[src/rtl/spi_xfer_sequencer_if.sv]
// Handshake/strobe bundle between the SPI register block, baud generator,
// shift register and the master transfer sequencer.
// master: requester side (register block / baud generator / bench)
// slave : the sequencer itself
interface spi_xfer_sequencer_if #(
  parameter int DATA_WIDTH = 8
);
  localparam int CW = $clog2(DATA_WIDTH + 1);

  logic          spe;
  logic          mstr;
  logic          cpha;
  logic          spiswai;
  logic [1:0]    spimode;
  logic          start;
  logic          edge_lead;
  logic          edge_trail;
  logic          spif_clr;

  logic          start_ack;
  logic          ss;
  logic          baud_en;
  logic          load_tx;
  logic          shift_en;
  logic          sample_en;
  logic [CW-1:0] bit_cnt;
  logic          busy;
  logic          spif;

  modport master (
    output spe, mstr, cpha, spiswai, spimode, start, edge_lead, edge_trail, spif_clr,
    input  start_ack, ss, baud_en, load_tx, shift_en, sample_en, bit_cnt, busy, spif
  );

  modport slave (
    input  spe, mstr, cpha, spiswai, spimode, start, edge_lead, edge_trail, spif_clr,
    output start_ack, ss, baud_en, load_tx, shift_en, sample_en, bit_cnt, busy, spif
  );
endinterface

[src/rtl/spi_xfer_sequencer.sv]
// Master-side SPI transfer sequencer: ss setup, bit framing from baud-generator
// edge flags, ss hold, sticky spif, wait/stop freeze and spe abort.
// Optional feature macro: SPI_BACK_TO_BACK_EN (one-deep start latch, frames
// chained with ss held low).
//
// state | meaning
// IDLE  | ss high, waiting for an accepted start
// SETUP | ss low, timing ss-to-sclk setup
// XFER  | baud generator running, strobes follow edge flags
// HOLD  | sclk stopped, timing ss hold before release
module spi_xfer_sequencer #(
  parameter int DATA_WIDTH = 8,
  parameter int SS_SETUP   = 2,
  parameter int SS_HOLD    = 2
) (
  input  logic pclk,
  input  logic preset,
  spi_xfer_sequencer_if.slave bus
);
  localparam int CW   = $clog2(DATA_WIDTH + 1);
  localparam int TMAX = (SS_SETUP > SS_HOLD) ? SS_SETUP : SS_HOLD;
  localparam int TW   = (TMAX < 2) ? 1 : $clog2(TMAX);

  typedef enum logic [1:0] {IDLE, SETUP, XFER, HOLD} state_t;

  state_t        state_q, state_d;
  logic [TW-1:0] tmr_q, tmr_d;
  logic [CW-1:0] cnt_q, cnt_d, cnt_inc;
  logic          ss_q, ss_d, baud_q, baud_d, spif_q, spif_d, busy_q, busy_d;
  logic          ack_q, ack_d, load_q, load_d, shift_q, shift_d, sample_q, sample_d;
  logic          frozen;
`ifdef SPI_BACK_TO_BACK_EN
  logic          pend_q, pend_d;
`endif

  assign frozen  = (bus.spiswai & (bus.spimode == 2'b01)) | bus.spimode[1];
  assign cnt_inc = cnt_q + CW'(1);

  // State and all outputs are registered; async reset forces the idle/safe levels.
  always_ff @(posedge pclk or posedge preset) begin
    if (preset) begin
      state_q  <= IDLE;
      tmr_q    <= '0;
      cnt_q    <= '0;
      ss_q     <= 1'b1;
      baud_q   <= 1'b0;
      spif_q   <= 1'b0;
      busy_q   <= 1'b0;
      ack_q    <= 1'b0;
      load_q   <= 1'b0;
      shift_q  <= 1'b0;
      sample_q <= 1'b0;
`ifdef SPI_BACK_TO_BACK_EN
      pend_q   <= 1'b0;
`endif
    end else begin
      state_q  <= state_d;
      tmr_q    <= tmr_d;
      cnt_q    <= cnt_d;
      ss_q     <= ss_d;
      baud_q   <= baud_d;
      spif_q   <= spif_d;
      busy_q   <= busy_d;
      ack_q    <= ack_d;
      load_q   <= load_d;
      shift_q  <= shift_d;
      sample_q <= sample_d;
`ifdef SPI_BACK_TO_BACK_EN
      pend_q   <= pend_d;
`endif
    end
  end

  // Next-state and next-output decode; spe=0 overrides everything except spif.
  always_comb begin
    state_d  = state_q;
    tmr_d    = tmr_q;
    cnt_d    = cnt_q;
    ss_d     = ss_q;
    baud_d   = baud_q;
    spif_d   = spif_q & ~bus.spif_clr;
    ack_d    = 1'b0;
    load_d   = 1'b0;
    shift_d  = 1'b0;
    sample_d = 1'b0;
`ifdef SPI_BACK_TO_BACK_EN
    pend_d   = pend_q;
    if ((state_q == XFER || state_q == HOLD) && bus.start && bus.mstr)
      pend_d = 1'b1;
`endif
    if (!bus.spe) begin
      state_d = IDLE;
      ss_d    = 1'b1;
      baud_d  = 1'b0;
      cnt_d   = '0;
`ifdef SPI_BACK_TO_BACK_EN
      pend_d  = 1'b0;
`endif
    end else begin
      case (state_q)
        IDLE: begin
          if (bus.start && bus.mstr && !frozen) begin
            ack_d   = 1'b1;
            load_d  = 1'b1;
            ss_d    = 1'b0;
            tmr_d   = TW'(SS_SETUP - 1);
            state_d = SETUP;
          end
        end
        SETUP: begin
          if (!frozen) begin
            if (tmr_q == '0) begin
              baud_d  = 1'b1;
              cnt_d   = '0;
              state_d = XFER;
            end else begin
              tmr_d = tmr_q - TW'(1);
            end
          end
        end
        XFER: begin
          if (frozen) begin
            baud_d = 1'b0;
          end else begin
            baud_d = 1'b1;
            if (bus.edge_lead) begin
              if (bus.cpha) shift_d  = 1'b1;
              else          sample_d = 1'b1;
            end
            if (bus.edge_trail) begin
              cnt_d = cnt_inc;
              // cpha=0 has no shift after the final trailing edge: the frame is done
              if (bus.cpha)                          sample_d = 1'b1;
              else if (cnt_inc != CW'(DATA_WIDTH))   shift_d  = 1'b1;
              if (cnt_inc == CW'(DATA_WIDTH)) begin
                baud_d  = 1'b0;
                tmr_d   = TW'(SS_HOLD - 1);
                state_d = HOLD;
              end
            end
          end
        end
        HOLD: begin
          if (!frozen) begin
            if (tmr_q == '0) begin
              spif_d = 1'b1;
`ifdef SPI_BACK_TO_BACK_EN
              if (pend_q || (bus.start && bus.mstr)) begin
                ack_d   = 1'b1;
                load_d  = 1'b1;
                pend_d  = 1'b0;
                tmr_d   = TW'(SS_SETUP - 1);
                state_d = SETUP;
              end else begin
                ss_d    = 1'b1;
                state_d = IDLE;
              end
`else
              ss_d    = 1'b1;
              state_d = IDLE;
`endif
            end else begin
              tmr_d = tmr_q - TW'(1);
            end
          end
        end
        default: state_d = IDLE;
      endcase
    end
    busy_d = (state_d != IDLE);
  end

  assign bus.start_ack = ack_q;
  assign bus.ss        = ss_q;
  assign bus.baud_en   = baud_q;
  assign bus.load_tx   = load_q;
  assign bus.shift_en  = shift_q;
  assign bus.sample_en = sample_q;
  assign bus.bit_cnt   = cnt_q;
  assign bus.busy      = busy_q;
  assign bus.spif      = spif_q;
endmodule
[src/flat_wrapper.sv]
// flat-port wrapper written by rule: the top's interface ports become plain ports
module spi_xfer_sequencer_flat 
#(
  parameter int DATA_WIDTH = 8,
  parameter int SS_SETUP   = 2,
  parameter int SS_HOLD    = 2
)
  (pclk, preset, bus_spe, bus_mstr, bus_cpha, bus_spiswai, bus_spimode, bus_start, bus_edge_lead, bus_edge_trail, bus_spif_clr, bus_start_ack, bus_ss, bus_baud_en, bus_load_tx, bus_shift_en, bus_sample_en, bus_bit_cnt, bus_busy, bus_spif);
  spi_xfer_sequencer_if #(.DATA_WIDTH(DATA_WIDTH)) bus_i ();
  input  logic pclk;
  input  logic preset;
  input wire logic [$bits(bus_i.spe)-1:0] bus_spe;
  input wire logic [$bits(bus_i.mstr)-1:0] bus_mstr;
  input wire logic [$bits(bus_i.cpha)-1:0] bus_cpha;
  input wire logic [$bits(bus_i.spiswai)-1:0] bus_spiswai;
  input wire logic [$bits(bus_i.spimode)-1:0] bus_spimode;
  input wire logic [$bits(bus_i.start)-1:0] bus_start;
  input wire logic [$bits(bus_i.edge_lead)-1:0] bus_edge_lead;
  input wire logic [$bits(bus_i.edge_trail)-1:0] bus_edge_trail;
  input wire logic [$bits(bus_i.spif_clr)-1:0] bus_spif_clr;
  output wire logic [$bits(bus_i.start_ack)-1:0] bus_start_ack;
  output wire logic [$bits(bus_i.ss)-1:0] bus_ss;
  output wire logic [$bits(bus_i.baud_en)-1:0] bus_baud_en;
  output wire logic [$bits(bus_i.load_tx)-1:0] bus_load_tx;
  output wire logic [$bits(bus_i.shift_en)-1:0] bus_shift_en;
  output wire logic [$bits(bus_i.sample_en)-1:0] bus_sample_en;
  output wire logic [$bits(bus_i.bit_cnt)-1:0] bus_bit_cnt;
  output wire logic [$bits(bus_i.busy)-1:0] bus_busy;
  output wire logic [$bits(bus_i.spif)-1:0] bus_spif;
  assign bus_i.spe = bus_spe;
  assign bus_i.mstr = bus_mstr;
  assign bus_i.cpha = bus_cpha;
  assign bus_i.spiswai = bus_spiswai;
  assign bus_i.spimode = bus_spimode;
  assign bus_i.start = bus_start;
  assign bus_i.edge_lead = bus_edge_lead;
  assign bus_i.edge_trail = bus_edge_trail;
  assign bus_i.spif_clr = bus_spif_clr;
  assign bus_start_ack = bus_i.start_ack;
  assign bus_ss = bus_i.ss;
  assign bus_baud_en = bus_i.baud_en;
  assign bus_load_tx = bus_i.load_tx;
  assign bus_shift_en = bus_i.shift_en;
  assign bus_sample_en = bus_i.sample_en;
  assign bus_bit_cnt = bus_i.bit_cnt;
  assign bus_busy = bus_i.busy;
  assign bus_spif = bus_i.spif;
  spi_xfer_sequencer #(.DATA_WIDTH(DATA_WIDTH), .SS_SETUP(SS_SETUP), .SS_HOLD(SS_HOLD)) u_core (.pclk(pclk), .preset(preset), .bus(bus_i));
endmodule
[config.mk]
export PLATFORM = sky130hd
export DESIGN_NAME = spi_xfer_sequencer_flat
export DESIGN_NICKNAME = d
export VERILOG_FILES = /design/src/rtl/spi_xfer_sequencer_if.sv /design/src/rtl/spi_xfer_sequencer.sv /design/src/flat_wrapper.sv
export SDC_FILE = /design/constraint.sdc
export NUM_CORES = 1
export LEC_CHECK = 0
export ABC_AREA = 1
export CORE_MARGIN = 5
export CORE_UTILIZATION = 30
export DETAILED_ROUTE_END_ITERATION = 8
export PLACE_DENSITY = 0.62
export SLEW_MARGIN = 30
export SYNTH_ARGS = -nofsm -noshare
export SYNTH_HDL_FRONTEND = slang
export SYNTH_SLANG_ARGS = --single-unit
[constraint.sdc]
create_clock -name pclk -period 1.7 [get_ports pclk]
set_input_delay 0.255 -clock pclk [delete_from_list [all_inputs] [get_ports pclk]]
set_output_delay 0.255 -clock pclk [all_outputs]
set_load 0.01 [all_outputs]
==> results.py <==
metrics = {
    "worst_hold_path": {
        "hold_path_class": "in -> async",
    },
    "synth": {
        "synth_top_cell_by_area": "sky130_fd_sc_hd__dfrtp_1",
        "synth_cells": 104,
        "syn_nets": 117,
        "asyncSetResetFlopFracSynth": 1.00,
        "synth_top_cells_by_area": "sky130_fd_sc_hd__dfrtp_1 41%, sky130_fd_sc_hd__nand2_1 13%, sky130_fd_sc_hd__inv_1 8.0%, sky130_fd_sc_hd__nand3_1 5.0%, sky130_fd_sc_hd__dfstp_2 3.3%",
        "ys_top_cells_by_count": "27 x sky130_fd_sc_hd__nand2_1, 17 x sky130_fd_sc_hd__inv_1, 13 x sky130_fd_sc_hd__dfrtp_1",
        "synth_cell_types": 24,
        "synth_top_flop_cell": "sky130_fd_sc_hd__dfrtp_1",
        "synth-edff-count": 0,
        "synth_area_um2": 798,
        "synth_seq_cells": 14,
        "yosysTopAreaCellShare": 0.408,
        "yosysSeqAreaShare": 0.440,
        "avgSynthCellArea_um2": 7.68,
        "synth.most_common_cell": "sky130_fd_sc_hd__nand2_1",
        "synth_warnings": 0,
    },
    "layout": {
        "total_nets_final": 144,
        "total_area_of_multi_input_combinational_cells_um2": 359,
        "syn2layout_area_growth_pct": 37.5,
        "antenna_cells": 0,
        "seq_area_um2": 352,
        "final_layout_size_suffix_gt1_frac": 0.138,
        "layout.filler_cells": 276,
        "postLayoutCoreUtil": 0.435,
    },
    "detailed_routing": {
        "final_antenna_net_count": 0,
        "detailed_route_wire_length_per_cell_um": 10.5,
        "via_count": 723,
        "drt_pass1_iterations": 4,
        "wl_um": 1680,
        "drc_errors": 0,
        "avgViaCountPerCell": 4.52,
        "dr.first_iter.drc_count": 24,
    },
    "clock_network": {
        "cts_max_path_buffers": 2,
        "total_of_cells_resized_after_clock_tree_synthesis": 0,
        "cts_made_buffers": 3,
        "hold_buffers": 0,
        "post-cts-setup-buffer-count": 0,
        "cts.htree.levels": 1,
        "cts_tree": "built",
        "cts.root.buffer_cell": "sky130_fd_sc_hd__clkbuf_4",
        "tritoncts_num_sinks": 14,
        "clock_insertion_delay_worst_skew_ns": 0.28,
        "clock_slew_at_reported_path_ffs_ns": 0.09,
    },
    "setup_path": {
        "number_of_buffers_and_inverters_on_the_critical_path": 1,
        "crit_fanout": 2,
        "critPathArrivalTime_ns": 1.36,
        "critical-path-slowest-cell": "sky130_fd_sc_hd__dfstp_2",
        "crit_path_end_kind": "primary output",
        "crit_family": "flip-flops",
        "r2r-start": "u_core.bus.bit_cnt[0]",
        "cp-start-kind": "flip-flop",
        "max_stage_delay_ns": 0.54,
        "required_ns": 1.44,
        "worst_setup_sp": "u_core.bus.ss",
        "cp_cell_sequence": "clkdlybuf4s50_1",
        "timing_worst_setup_path_type": "reg -> out",
    },
    "pwr": {
        "leakage_nw": 0.555,
        "power.net_switching_mw": 0.203,
        "combinational_power_share": 0.175,
        "powerDensity_mw_per_mm2": 682,
        "sequentialPowerShare": 0.505,
        "vdd_ir_drop_max_mv": 0.450,
        "power.share.clock": 0.320,
        "p_int_mw": 0.546,
        "power_switching_share": 0.271,
    },
    "sta": {
        "fin_worst_skew_ns": 0.00501,
        "report.final.setup_viol": 0,
        "worst_pin_slew_ns": 0.534,
        "layout_min_cycle_time_ns": 1.61,
        "fin_crit_sh": 0.948,
        "rsz0062_at_grt": "false",
        "final_max_slew_viol_count": 0,
        "holdWs_ns": 0.304,
        "final-hold-violation-count": 0,
        "fmax_ghz": 0.621,
        "fin_tns_setup_ns": 0,
        "max_slew_margin": 0.643,
        "final.setup.worst_slack_ns": 0.0888,
    },
    "global_route": {
        "overall_overflow_remaining_after_global_route": 0,
        "pin_count_of_the_biggest_net_entering_global_routing": 15,
        "grt_first_pass_wirelength_um": 3070,
        "grt_usage": 0.108,
        "number_of_antenna_violations_at_the_first_check_in_global_routing": 0,
        "vias_in_the_first_global_route": 762,
    },
    "floorplanning": {
        "io-pin-count": 24,
        "die_h_um": 61.6,
        "die_w_um": 61.6,
        "row_count": 18,
        "floorplan.initialDensity": 0.316,
        "core_footprint_mm2": 0.00252,
        "floorplan.die_area_mm2": 0.00379,
    },
    "status": {
        "run_status": "completed",
    },
    "flow_run": {
        "timing.max_cap.violations": 0,
    },
    "place": {
        "detail_placement_hpwl_um": 1370,
        "dp_worst_setup_slack_ns": 0.133,
        "port_buf_inserts": 23,
        "gpl.final_weighted_congestion": 0.752,
    },
}
## metrics by stage
stage	power, mW	std cells	instance area, µm²
2_1_floorplan	0.456	104	798
5_1_grt	0.797	160	1100
3_3_place_gp	0.513	156	1060
3_5_place_dp	0.518	156	1060
4_1_cts	0.758	160	1100
6_report	0.749	160	1100
## path summary, 6_finish.rpt
path,end,cells after the start,slack [ns]
min in group pclk,u_core.bus.ss,2,0.49
worst max register to register,u_core.tmr_q,8,0.41
worst min-delay path,u_core.bus.start_ack,2,0.30
max in group asynchronous,u_core.bus.ss,2,1.03
worst min register to register,u_core.bus.ss,2,0.49
worst max-delay path,bus_ss,1,0.09
## flip-flops by register name (all words and copies together), names as in the netlist
signal and count:
u_core.state_q 2, u_core.bus.bit_cnt 4, u_core.tmr_q 1, u_core.bus.baud_en 1, u_core.bus.busy 1, u_core.bus.shift_en 1, u_core.bus.sample_en 1, u_core.bus.spif 1
u_core.bus.ss 1, u_core.bus.start_ack 1
## worst register-to-register path: cells and delay by family, from the launching register on
family	cells	cell delay (ns)
adders and majority gates	1	0.19
buffers and inverters	1	0.07
DFF	1	0.44
and+or+nand+nor	6	0.49
## logic make-up after synthesis
logic type / share of synthesized area
AND/OR/NAND/NOR: 0.335
adder cells (fa/ha/maj): 0.0157
buffers and inverters: 0.110
AO/OA/AOI/OAI: 0.0987
flip-flops: 0.440
## final cells by class
cell class	count	share of cell area
multi-input combinational	68	0.327
sequential	14	0.320
timing repair buffer	24	0.217
inverter	20	0.0684
tap	30	0.0342
clock buffer	4	0.0331
## cells in the final DEF (no fill, tap or decap), drive strengths merged
master and n:
a21oi 3, nor4 1, o21ai 10, clkbuf 4
clkdlybuf4s50 23, nand3 10, nand2 29, nor2 6
buf 1, dfstp 1, inv 20, nor3 3
ha 1, o211a 1, dfrtp 13, nand4 4
## routing by layer
metal | wire length (µm) | GRT usage | vias up
met3 | 103 | 0.0231 | 4
li1 | - | - | 381
met4 | 15 | 0.0455 | 0
met1 | 817 | 0.135 | 319
met2 | 746 | 0.178 | 19
met5 | 0 | 0 | -
## power groups by stage
stage,sequential (mW),combinational (mW),clock [mW]
6_report,0.378,0.131,0.239
5_1_grt,0.381,0.149,0.267
4_1_cts,0.379,0.134,0.246
3_5_place_dp,0.385,0.133,0
3_3_place_gp,0.383,0.130,0
2_1_floorplan,0.378,0.0778,0
Power figures use the tool's default switching activity.
